## config.mk

```make
export PLATFORM = sky130hd
export DESIGN_NAME = rv_fetch
export DESIGN_NICKNAME = d
export VERILOG_FILES = /design/src/rtl/rv_fetch_pkg.sv /design/src/rtl/rv_fetch_buffer.sv /design/src/rtl/rv_fetch.sv
export SDC_FILE = /design/constraint.sdc
export NUM_CORES = 1
export LEC_CHECK = 0
export BUFFER_PORTS_ARGS = -buffer_cell sky130_fd_sc_hd__buf_2
export CAP_MARGIN = 25
export CORE_MARGIN = 3
export CORE_UTILIZATION = 35
export CTS_BUF_LIST = sky130_fd_sc_hd__clkbuf_2 sky130_fd_sc_hd__clkbuf_4 sky130_fd_sc_hd__clkbuf_8
export CTS_CLUSTER_SIZE = 28
export DETAILED_ROUTE_END_ITERATION = 16
export HOLD_SLACK_MARGIN = 0.12
export PLACE_DENSITY = 0.56
export SKIP_CTS_REPAIR_TIMING = 1
export SLEW_MARGIN = 20
export SYNTH_ARGS = -nofsm -noshare
export SYNTH_HDL_FRONTEND = slang
export SYNTH_HIERARCHICAL = 1
export SYNTH_SLANG_ARGS = --single-unit
```

## constraint.sdc

```tcl
create_clock -name clk_i -period 3.35 [get_ports clk_i]
set_input_delay 0.5025 -clock clk_i [delete_from_list [all_inputs] [get_ports clk_i]]
set_output_delay 0.5025 -clock clk_i [all_outputs]
set_load 0.01 [all_outputs]
```

## src/rtl/rv_fetch_pkg.sv

```systemverilog
// ---------------------------------------------------------------------------
// rv_fetch_pkg
// Shared definitions for the uRV instruction fetch stage.
//   RV_RESET_VECTOR    : default PC of the first fetch after reset
//   RV_FETCH_BUF_DEPTH : entries in the fetch-to-decode buffer
//   RV_FETCH_CNT_W     : width of the buffer occupancy count (0..DEPTH)
//   fetch_entry_t      : one buffered instruction, {pc, ir}
//   rv_word_align()    : clears bits [1:0] of an address
// ---------------------------------------------------------------------------
package rv_fetch_pkg;

  localparam logic [31:0] RV_RESET_VECTOR    = 32'h0000_0000;
  localparam int          RV_FETCH_BUF_DEPTH = 2;
  localparam int          RV_FETCH_CNT_W     = 2;

  typedef struct packed {
    logic [31:0] pc;
    logic [31:0] ir;
  } fetch_entry_t;

  function automatic logic [31:0] rv_word_align(input logic [31:0] addr);
    return {addr[31:2], 2'b00};
  endfunction

endpackage

```

## src/rtl/rv_fetch_buffer.sv

```systemverilog
// ---------------------------------------------------------------------------
// rv_fetch_buffer
// Two-entry FIFO of {pc, ir} sitting between instruction memory returns and
// the decode stage. Entry 0 is always the head; a pop shifts entry 1 down.
//
// Ports:
//   clk_i, rst_n_i      clock, asynchronous active-low reset
//   push_i              write {push_pc_i, push_ir_i} at the tail
//   pop_i               discard the head (ignored when empty)
//   flush_i             empty the FIFO; wins over push and pop
//   push_pc_i/push_ir_i data to push
//   head_pc_o/head_ir_o current head entry (stale contents when empty)
//   count_o             occupancy, 0..2
//
// Push and pop in the same cycle are legal at any occupancy. A push while
// full without a pop is an upstream bug and is flagged by an assertion.
// ---------------------------------------------------------------------------
module rv_fetch_buffer
  import rv_fetch_pkg::*;
(
  input  logic                      clk_i,
  input  logic                      rst_n_i,
  input  logic                      push_i,
  input  logic                      pop_i,
  input  logic                      flush_i,
  input  logic [31:0]               push_pc_i,
  input  logic [31:0]               push_ir_i,
  output logic [31:0]               head_pc_o,
  output logic [31:0]               head_ir_o,
  output logic [RV_FETCH_CNT_W-1:0] count_o
);

  fetch_entry_t              r_ent0;
  fetch_entry_t              r_ent1;
  logic [RV_FETCH_CNT_W-1:0] r_count;

  logic         w_pop;
  logic         w_full;
  fetch_entry_t w_din;

  assign w_pop  = pop_i && (r_count != '0);
  assign w_full = (r_count == RV_FETCH_CNT_W'(RV_FETCH_BUF_DEPTH));
  assign w_din  = '{pc: push_pc_i, ir: push_ir_i};

  always_ff @(posedge clk_i or negedge rst_n_i) begin
    if (!rst_n_i) begin
      r_ent0  <= '0;
      r_ent1  <= '0;
      r_count <= '0;
    end else if (flush_i) begin
      r_count <= '0;
    end else begin
      case ({push_i, w_pop})
        2'b01: begin
          r_ent0  <= r_ent1;
          r_count <= r_count - 2'd1;
        end
        2'b10: begin
          if (r_count == '0) begin
            r_ent0 <= w_din;
          end else begin
            r_ent1 <= w_din;
          end
          if (!w_full) begin
            r_count <= r_count + 2'd1;
          end
        end
        2'b11: begin
          // Occupancy unchanged; the new entry lands behind whatever
          // remains after the head leaves.
          if (w_full) begin
            r_ent0 <= r_ent1;
            r_ent1 <= w_din;
          end else begin
            r_ent0 <= w_din;
          end
        end
        default: begin
        end
      endcase
    end
  end

  assign head_pc_o = r_ent0.pc;
  assign head_ir_o = r_ent0.ir;
  assign count_o   = r_count;

  a_no_overflow: assert property (@(posedge clk_i) disable iff (!rst_n_i)
    !(push_i && !w_pop && !flush_i && w_full));

endmodule

```

## src/rtl/rv_fetch.sv

```systemverilog
// ---------------------------------------------------------------------------
// rv_fetch
// Instruction fetch stage of the uRV pipeline. Owns the program counter,
// issues single-word reads to instruction memory (at most one in flight),
// buffers returned words and hands them to decode.
//
// Ports:
//   clk_i, rst_n_i     clock, asynchronous active-low reset
//   f_stall_i          decode cannot take the presented instruction
//   x_bra_i            one-cycle redirect strobe from execute
//   x_bra_target_i     redirect target (bits [1:0] ignored)
//   im_addr_o          fetch address, word aligned
//   im_rd_o            one-cycle read strobe
//   im_data_i          returned instruction word
//   im_valid_i         return strobe, in order, latency >= 1
//   f_ir_o / f_pc_o    instruction and its PC for decode
//   f_valid_o          f_ir_o / f_pc_o valid
//
// Decode handshake: an instruction is transferred in every cycle where
// f_valid_o = 1 and f_stall_i = 0. While f_stall_i = 1 the presented
// instruction holds. A redirect empties the buffer regardless of stall.
//
// Redirects that land while a read is in flight cannot cancel the memory
// access, so the read is marked for discard and the stage waits for its
// return before fetching at the new target.
// ---------------------------------------------------------------------------
module rv_fetch
  import rv_fetch_pkg::*;
#(
  parameter logic [31:0] RESET_VECTOR = RV_RESET_VECTOR
)(
  input  logic        clk_i,
  input  logic        rst_n_i,
  input  logic        f_stall_i,
  input  logic        x_bra_i,
  input  logic [31:0] x_bra_target_i,
  output logic [31:0] im_addr_o,
  output logic        im_rd_o,
  input  logic [31:0] im_data_i,
  input  logic        im_valid_i,
  output logic [31:0] f_ir_o,
  output logic [31:0] f_pc_o,
  output logic        f_valid_o
);

  // IDLE covers only the first cycle after reset release.
  localparam logic [0:0] ST_IDLE = 1'b0;
  localparam logic [0:0] ST_RUN  = 1'b1;

  logic [0:0]  r_state;
  logic [31:0] r_fetch_pc;
  logic [31:0] r_req_pc;
  logic        r_outstanding;
  logic        r_discard;

  logic                      w_ret;
  logic                      w_push;
  logic                      w_pop;
  logic                      w_issue;
  logic [2:0]                w_occ_next;
  logic [RV_FETCH_CNT_W-1:0] w_count;
  logic [31:0]               w_head_pc;
  logic [31:0]               w_head_ir;

  // A return only counts when we are actually waiting for one; returns for
  // requests killed by reset find outstanding = 0 and are dropped here.
  assign w_ret  = im_valid_i && r_outstanding;
  assign w_push = w_ret && !r_discard && !x_bra_i;
  assign w_pop  = f_valid_o && !f_stall_i;

  assign w_occ_next = {1'b0, w_count} + {2'b00, w_push} - {2'b00, w_pop};

  // The strobe reacts to this cycle's return so that a 1-cycle memory can
  // sustain one fetch per cycle. Space is checked after this cycle's
  // push/pop so the response to this read always has a slot.
  assign w_issue = (r_state == ST_RUN) && !x_bra_i &&
                   (!r_outstanding || w_push) &&
                   (w_occ_next < 3'(RV_FETCH_BUF_DEPTH));

  assign im_rd_o   = w_issue;
  assign im_addr_o = r_fetch_pc;

  always_ff @(posedge clk_i or negedge rst_n_i) begin
    if (!rst_n_i) begin
      r_state       <= ST_IDLE;
      r_fetch_pc    <= rv_word_align(RESET_VECTOR);
      r_req_pc      <= '0;
      r_outstanding <= 1'b0;
      r_discard     <= 1'b0;
    end else begin
      r_state <= ST_RUN;
      if (x_bra_i) begin
        r_fetch_pc <= rv_word_align(x_bra_target_i);
        if (r_outstanding && !im_valid_i) begin
          r_discard <= 1'b1;
        end else begin
          r_outstanding <= 1'b0;
          r_discard     <= 1'b0;
        end
      end else if (w_issue) begin
        r_outstanding <= 1'b1;
        r_req_pc      <= r_fetch_pc;
        r_fetch_pc    <= r_fetch_pc + 32'd4;
      end else if (w_ret) begin
        r_outstanding <= 1'b0;
        r_discard     <= 1'b0;
      end
    end
  end

  rv_fetch_buffer u_buf (
    .clk_i     (clk_i),
    .rst_n_i   (rst_n_i),
    .push_i    (w_push),
    .pop_i     (w_pop),
    .flush_i   (x_bra_i),
    .push_pc_i (r_req_pc),
    .push_ir_i (im_data_i),
    .head_pc_o (w_head_pc),
    .head_ir_o (w_head_ir),
    .count_o   (w_count)
  );

  assign f_valid_o = (w_count != '0);
  assign f_pc_o    = w_head_pc;
  assign f_ir_o    = w_head_ir;

endmodule
```

---- Word level (Yosys, flattened, before mapping) ----
Cells that the tools add are included.
storage, ports and cells
  register bits after elaboration ......... 197
  input bits .............................. 69
  output and inout port bits .............. 98
cells by class
  $add $sub $neg .......................... 5
  $lt $le $gt $ge ......................... 1
  equal/unequal tests ..................... 10
  multiplexer cells ....................... 18
  bitwise logic cells ..................... 1
  reduce and logical (&&, ||, !) cells .... 29
operator list
  operator               number
  $mux 64                4
  $pmux 64 s3            1
  $pmux 64 s2            1
  $mux 32                2
  $add 32x3->32 const B  1
  $logic_and 1x1->1      9
  $reduce_bool 3->1      3
  $reduce_and 2->1       4
  $reduce_bool 2->1      4
  $mux 1                 7
  $eq 2x2->1 const B     3
  $ne 2x2->1 const B     3
  $logic_not 1->1        5
  $mux 2                 2
  $ne 2x1->1 const B     2
  $pmux 2 s2             1
  $reduce_and 4->1       1
  $add 2x1->3            1
  $lt 3x2->1 const B     1
  $ne 3x3->1 const B     1
  $reduce_and 3->1       1
  $sub 3x1->3            1
  $add 2x1->2 const B    1
  $eq 2x1->1 const B     1
  4 further kinds        4

---- Logic depth before layout (Yosys ltp) ----
  word-level depth ........................ 9
  mapped depth ............................ 12

---- Cells and area by module ----
Netlist, hierarchy kept.
by module, submodules not included
  module           instances  cells each  area each (µm²)  sequential area each (µm²)
  rv_fetch_buffer  1          531         5928.2           3253.1
  rv_fetch         1          375         3392.0           1576.5

---- Worst setup path after synthesis ----
No wires, ideal clock.
  path kind ............................... reg2out
  start ................................... register u_buf.r_count[1] (netlist: u_buf/count_o[1])
  end ..................................... output port im_rd_o
  arrival ................................. 2896 ps
  slack ................................... -49 ps
  cell stages (with the launch flop) ...... 11
  cell sequence ........................... dfrtp_1 > or2_2 > nor2b_1 > ha_1 > nand2b_1 > fa_1 > nand3b_1 > a211o_1 > clkinv_1 > clkbuf_1 > buf_2
between the ends
  longest elaborated chain between the ends .. 5
  elaborated cells on any way between the ends .. 6
ends and longest elaborated chain
  element                 line                   RTL
  start, declared         rv_fetch_buffer.sv:35  logic [RV_FETCH_CNT_W-1:0] r_count;
  start signal, assigned  rv_fetch_buffer.sv:56  r_count <= r_count - 2'd1;
  start signal, assigned  rv_fetch_buffer.sv:65  r_count <= r_count + 2'd1;
  $reduce_bool 2->1       rv_fetch.sv:124        assign f_valid_o = (w_count != '0);
  net f_valid_o           rv_fetch.sv:43         output logic f_valid_o
  $logic_and 1x1->1       rv_fetch.sv:69         assign w_pop = f_valid_o && !f_stall_i;
  net w_pop               rv_fetch.sv:58         logic w_pop;
  $sub 3x1->3             rv_fetch.sv:71         assign w_occ_next = {1'b0, w_count} + {2'b00, w_push} - {2'b00, w_pop};
  $lt 3x2->1              rv_fetch.sv:78         (w_occ_next < 3'(RV_FETCH_BUF_DEPTH));
  $logic_and 1x1->1       rv_fetch.sv:77         (!r_outstanding || w_push) &&
  end, declared           rv_fetch.sv:38         output logic im_rd_o,
The timed path passes the listed nets, and every way through them passes these cells.

---- Worst setup path in the final report ----
  start ................................... register u_buf.r_count[1] (netlist: u_buf/count_o[1])
  end ..................................... output port im_rd_o
between the ends
  longest elaborated chain between the ends .. 5
  elaborated cells on any way between the ends .. 6
ends and longest elaborated chain
  element            line
  $reduce_bool 2->1  rv_fetch.sv:124
  $logic_and 1x1->1  rv_fetch.sv:69
  net w_pop          rv_fetch.sv:58
  $sub 3x1->3        rv_fetch.sv:71
  $lt 3x2->1         rv_fetch.sv:78
  $logic_and 1x1->1  rv_fetch.sv:77
The timed path passes the listed nets, and every way through them passes these cells.

==> summary.txt <==
Run status
  • Outcome: completed

GRT
  • Met3 global-route usage: 0.0363
  • Gr busiest metal: met2
  • GR Util All Layers: 0.187
  • Antenna violations before repair: 2
  • Grt met1 use: 0.280
  • Vias in the first global route: 7730
  • First-pass GRT wire length: 43.4 mm
  • Grt ovf: 0
  • Largest net degree at the start of global routing: 71
  • GR Layer Usage met2: 0.286

Worst hold path
  • Hold endpoint: im_addr_o[19]
  • Min-delay src: x_bra_target_i[19]
  • Hold Crit Class: in -> reg
  • Hold path cells: 3

Floorplan
  • Horiz. Die Dim: 169 um
  • Die height: 169 um
  • Initial Utilization: 0.357
  • Core Area: 0.0261 mm^2
  • Ports: 167
  • Std cell rows: 59
  • Die area: 0.0286 mm^2

Routing
  • Vias per inst: 5.55
  • Routed via count: 7714
  • DR pass1 iterations: 5
  • DR iter-0 viols: 585
  • Routed len/inst: 19.1 um
  • Drt total wl: 26.6 mm
  • DR DRC count: 0
  • Final ANT Viol Nets: 0

Setup path
  • Worst path slowest cell: fa_1
  • Kind of critical path: reg -> out
  • Startpoint types: flip-flop
  • FF-to-FF setup slack: 0.19 ns
  • Reg-to-Reg Start: u_buf/count_o[1]
  • R2R cell count: 10
  • Worst path max stage delay: 0.53 ns
  • Crit-path cells: or2_4 > nor2b_4 > ha_4 > nand2b_4 > fa_1 > nand3b_1 > a211o_4 > clkinvlp_4 > buf_6
  • Setup crit end kind: output pin
  • CP max FO: 4
  • Bufs and invs on worst path: 2
  • Crit path max-delay family: adder cells
  • Critical Path RT: 2.85 ns
  • WP data arrival: 2.78 ns
  • R2R Path End: im_addr_o[28]

Synth
  • Top FF cell, synth: dfrtp_1
  • Most frequent cells after synthesis: 193 x dfrtp_1, 104 x nand2_1, 86 x nand3_1, 77 x o21ai_0, 70 x a31oi_1
  • Register bit total from synthesis: 193
  • Post-synth EDFFs: 0
  • Synthesized area per cell: 10.3 um^2
  • Synth area leaders: dfrtp_1 52%, mux2_1 7.2%, a211oi_1 5.2%
  • Sequential area share after synthesis: 0.518
  • Post-synth cell types: 60
  • Most frequent cell after synthesis: dfrtp_1
  • Synth area leader: dfrtp_1
  • Synthesized instance count: 906
  • Syn Std Cell Area: 0.00932 mm^2
  • Top cell type's share of synthesized area: 0.518
  • Number of synthesis warnings: 6
  • Async SR Flop Fraction: 1.00

Timing
  • Skew final: 0.0203 ns
  • Final worst slack: 0.0659 ns
  • Maximum clock rate: 305 MHz
  • Hold violation total from the final report: 0
  • Final setup vio count: 0
  • Hold Slack: 0.248 ns
  • Final period demand of the worst path: 3.28 ns
  • Tcrit/Tclk final: 0.980
  • Setup TNS: 0 ns
  • RSZ-0062 raised after global routing: yes
  • Pins Over Slew Limit: 0
  • Worst slew margin: 0.384
  • Worst-Margin Slew: 0.924 ns

Placement
  • RePlAce Congestion: 0.818
  • Port Buf Inserts: 162
  • Final HPWL from detailed placement: 16.6 mm
  • Worst slack at placement: 0.0863 ns

Cells and area
  • FILL cells: 2651
  • Layout cells sized above 1: 0.248
  • Final net count: 1113
  • Area grow syn2layout: 17.5%
  • Antenna fix cells: 0

Clocking
  • Clk_lat worst skew: 0.47 ns
  • Root buf cell: clkbuf_8
  • Max Buffers Root-to-Sink: 2
  • Clock sink count: 193
  • Reg clk slew, reported paths: 0.10 ns
  • CTS tree: built
  • CTS buffer count: 17
  • H-tree lvl count: 4

Power and ir drop
  • P_leak: 4.95 nW
  • Pwr dens: 595 mW/mm^2
  • VDD IR max: 221 uV
  • Total power: 0.00651 W

Job
  • Max-capacitance violation count: 0
## state kept, by name, summed over array words and instances, names as in the netlist
register,flops
im_addr_o,30
r_discard,1
r_outstanding,1
r_req_pc,30
r_state,1
u_buf/count_o,2
u_buf/head_ir_o,32
u_buf/head_pc_o,32
u_buf/r_ent1,64
## stage by stage
| stage | cells | area, um^2 | util |
|---|---|---|---|
| CTS | 1381 | 10800 | 0.415 |
| finish | 1389 | 10900 | 0.419 |
| floorplan | 911 | 9340 | - |
| global placement | 1349 | 10400 | 0.399 |
| detailed placement | 1349 | 10400 | 0.399 |
| global route | 1389 | 10900 | 0.419 |
## cells by family after synthesis
family,after synthesis,synth area share
fa+ha+maj,3,0.00483
compound gates,249,0.176
mux,82,0.0976
flops,193,0.518
xor+xnor,1,0.000940
other cells,2,0.000806
buf+inv,103,0.0536
simple gates,273,0.148
## layout make-up
type | count | area (um^2) | share of cell area
clock buffer | 19 | 262 | 0.0239
tap | 335 | 419 | 0.0383
clock inverter | 13 | 138 | 0.0126
timing repair buffer | 202 | 1180 | 0.108
multi-input combinational | 615 | 4070 | 0.372
sequential | 193 | 4830 | 0.441
inverter | 12 | 48.8 | 0.00446
## metal layers
metal  part of all wire  routed length (um)  up-vias
li1                   -                   -     3648
met1               0.49               13000     3809
met2               0.45               11900      234
met3              0.053                1410       19
met4             0.0064                 170        4
met5            0.00079                  21        -
## cells in the final DEF (no fill, tap or decap), drive strengths merged, types with 6 or more instances in the layout
| cell | n |
|---|---|
| a211oi | 64 |
| a221o | 9 |
| a31oi | 70 |
| and2 | 6 |
| and3 | 9 |
| buf | 200 |
| clkbuf | 20 |
| conb | 7 |
| dfrtp | 193 |
| inv | 19 |
| mux2 | 71 |
| mux2i | 11 |
| nand2 | 104 |
| nand3 | 86 |
| nand4 | 11 |
| nor3 | 9 |
| nor4 | 8 |
| o211ai | 6 |
| o21ai | 77 |
| o311ai | 8 |
| or4 | 10 |
## worst reg2reg max path: stages (launching register included)
cell,delay (ns)
dfrtp_1,0.39
or2_4,0.25
nor2b_4,0.14
ha_4,0.20
nand2b_4,0.13
fa_1,0.53
nand3b_1,0.12
a211o_4,0.32
buf_4,0.16
nor4_1,0.43
mux2_2,0.39
## worst max path at each step
stage / startpoint / end / slack, ns / depth (start not counted)
3_5_place_dp: u_buf/count_o[0] / im_addr_o[28] / 0.09 / 9
6_report: u_buf/count_o[1] / im_rd_o / 0.07 / 9
2_1_floorplan: u_buf/count_o[1] / im_addr_o[24] / 0.01 / 11
4_1_cts: u_buf/count_o[0] / im_rd_o / -0.28 / 9
3_3_place_gp: u_buf/count_o[0] / im_addr_o[28] / 0.13 / 9
5_1_grt: u_buf/count_o[1] / im_rd_o / -0.09 / 9
## where the power goes
group          internal (W)  leakage (nW)  switching (W)
combinational      0.000720          2.30       0.000900
sequential          0.00289          2.45       0.000435
clock              0.000658         0.204       0.000913
No activity file was read; power rests on OpenSTA's default activity.
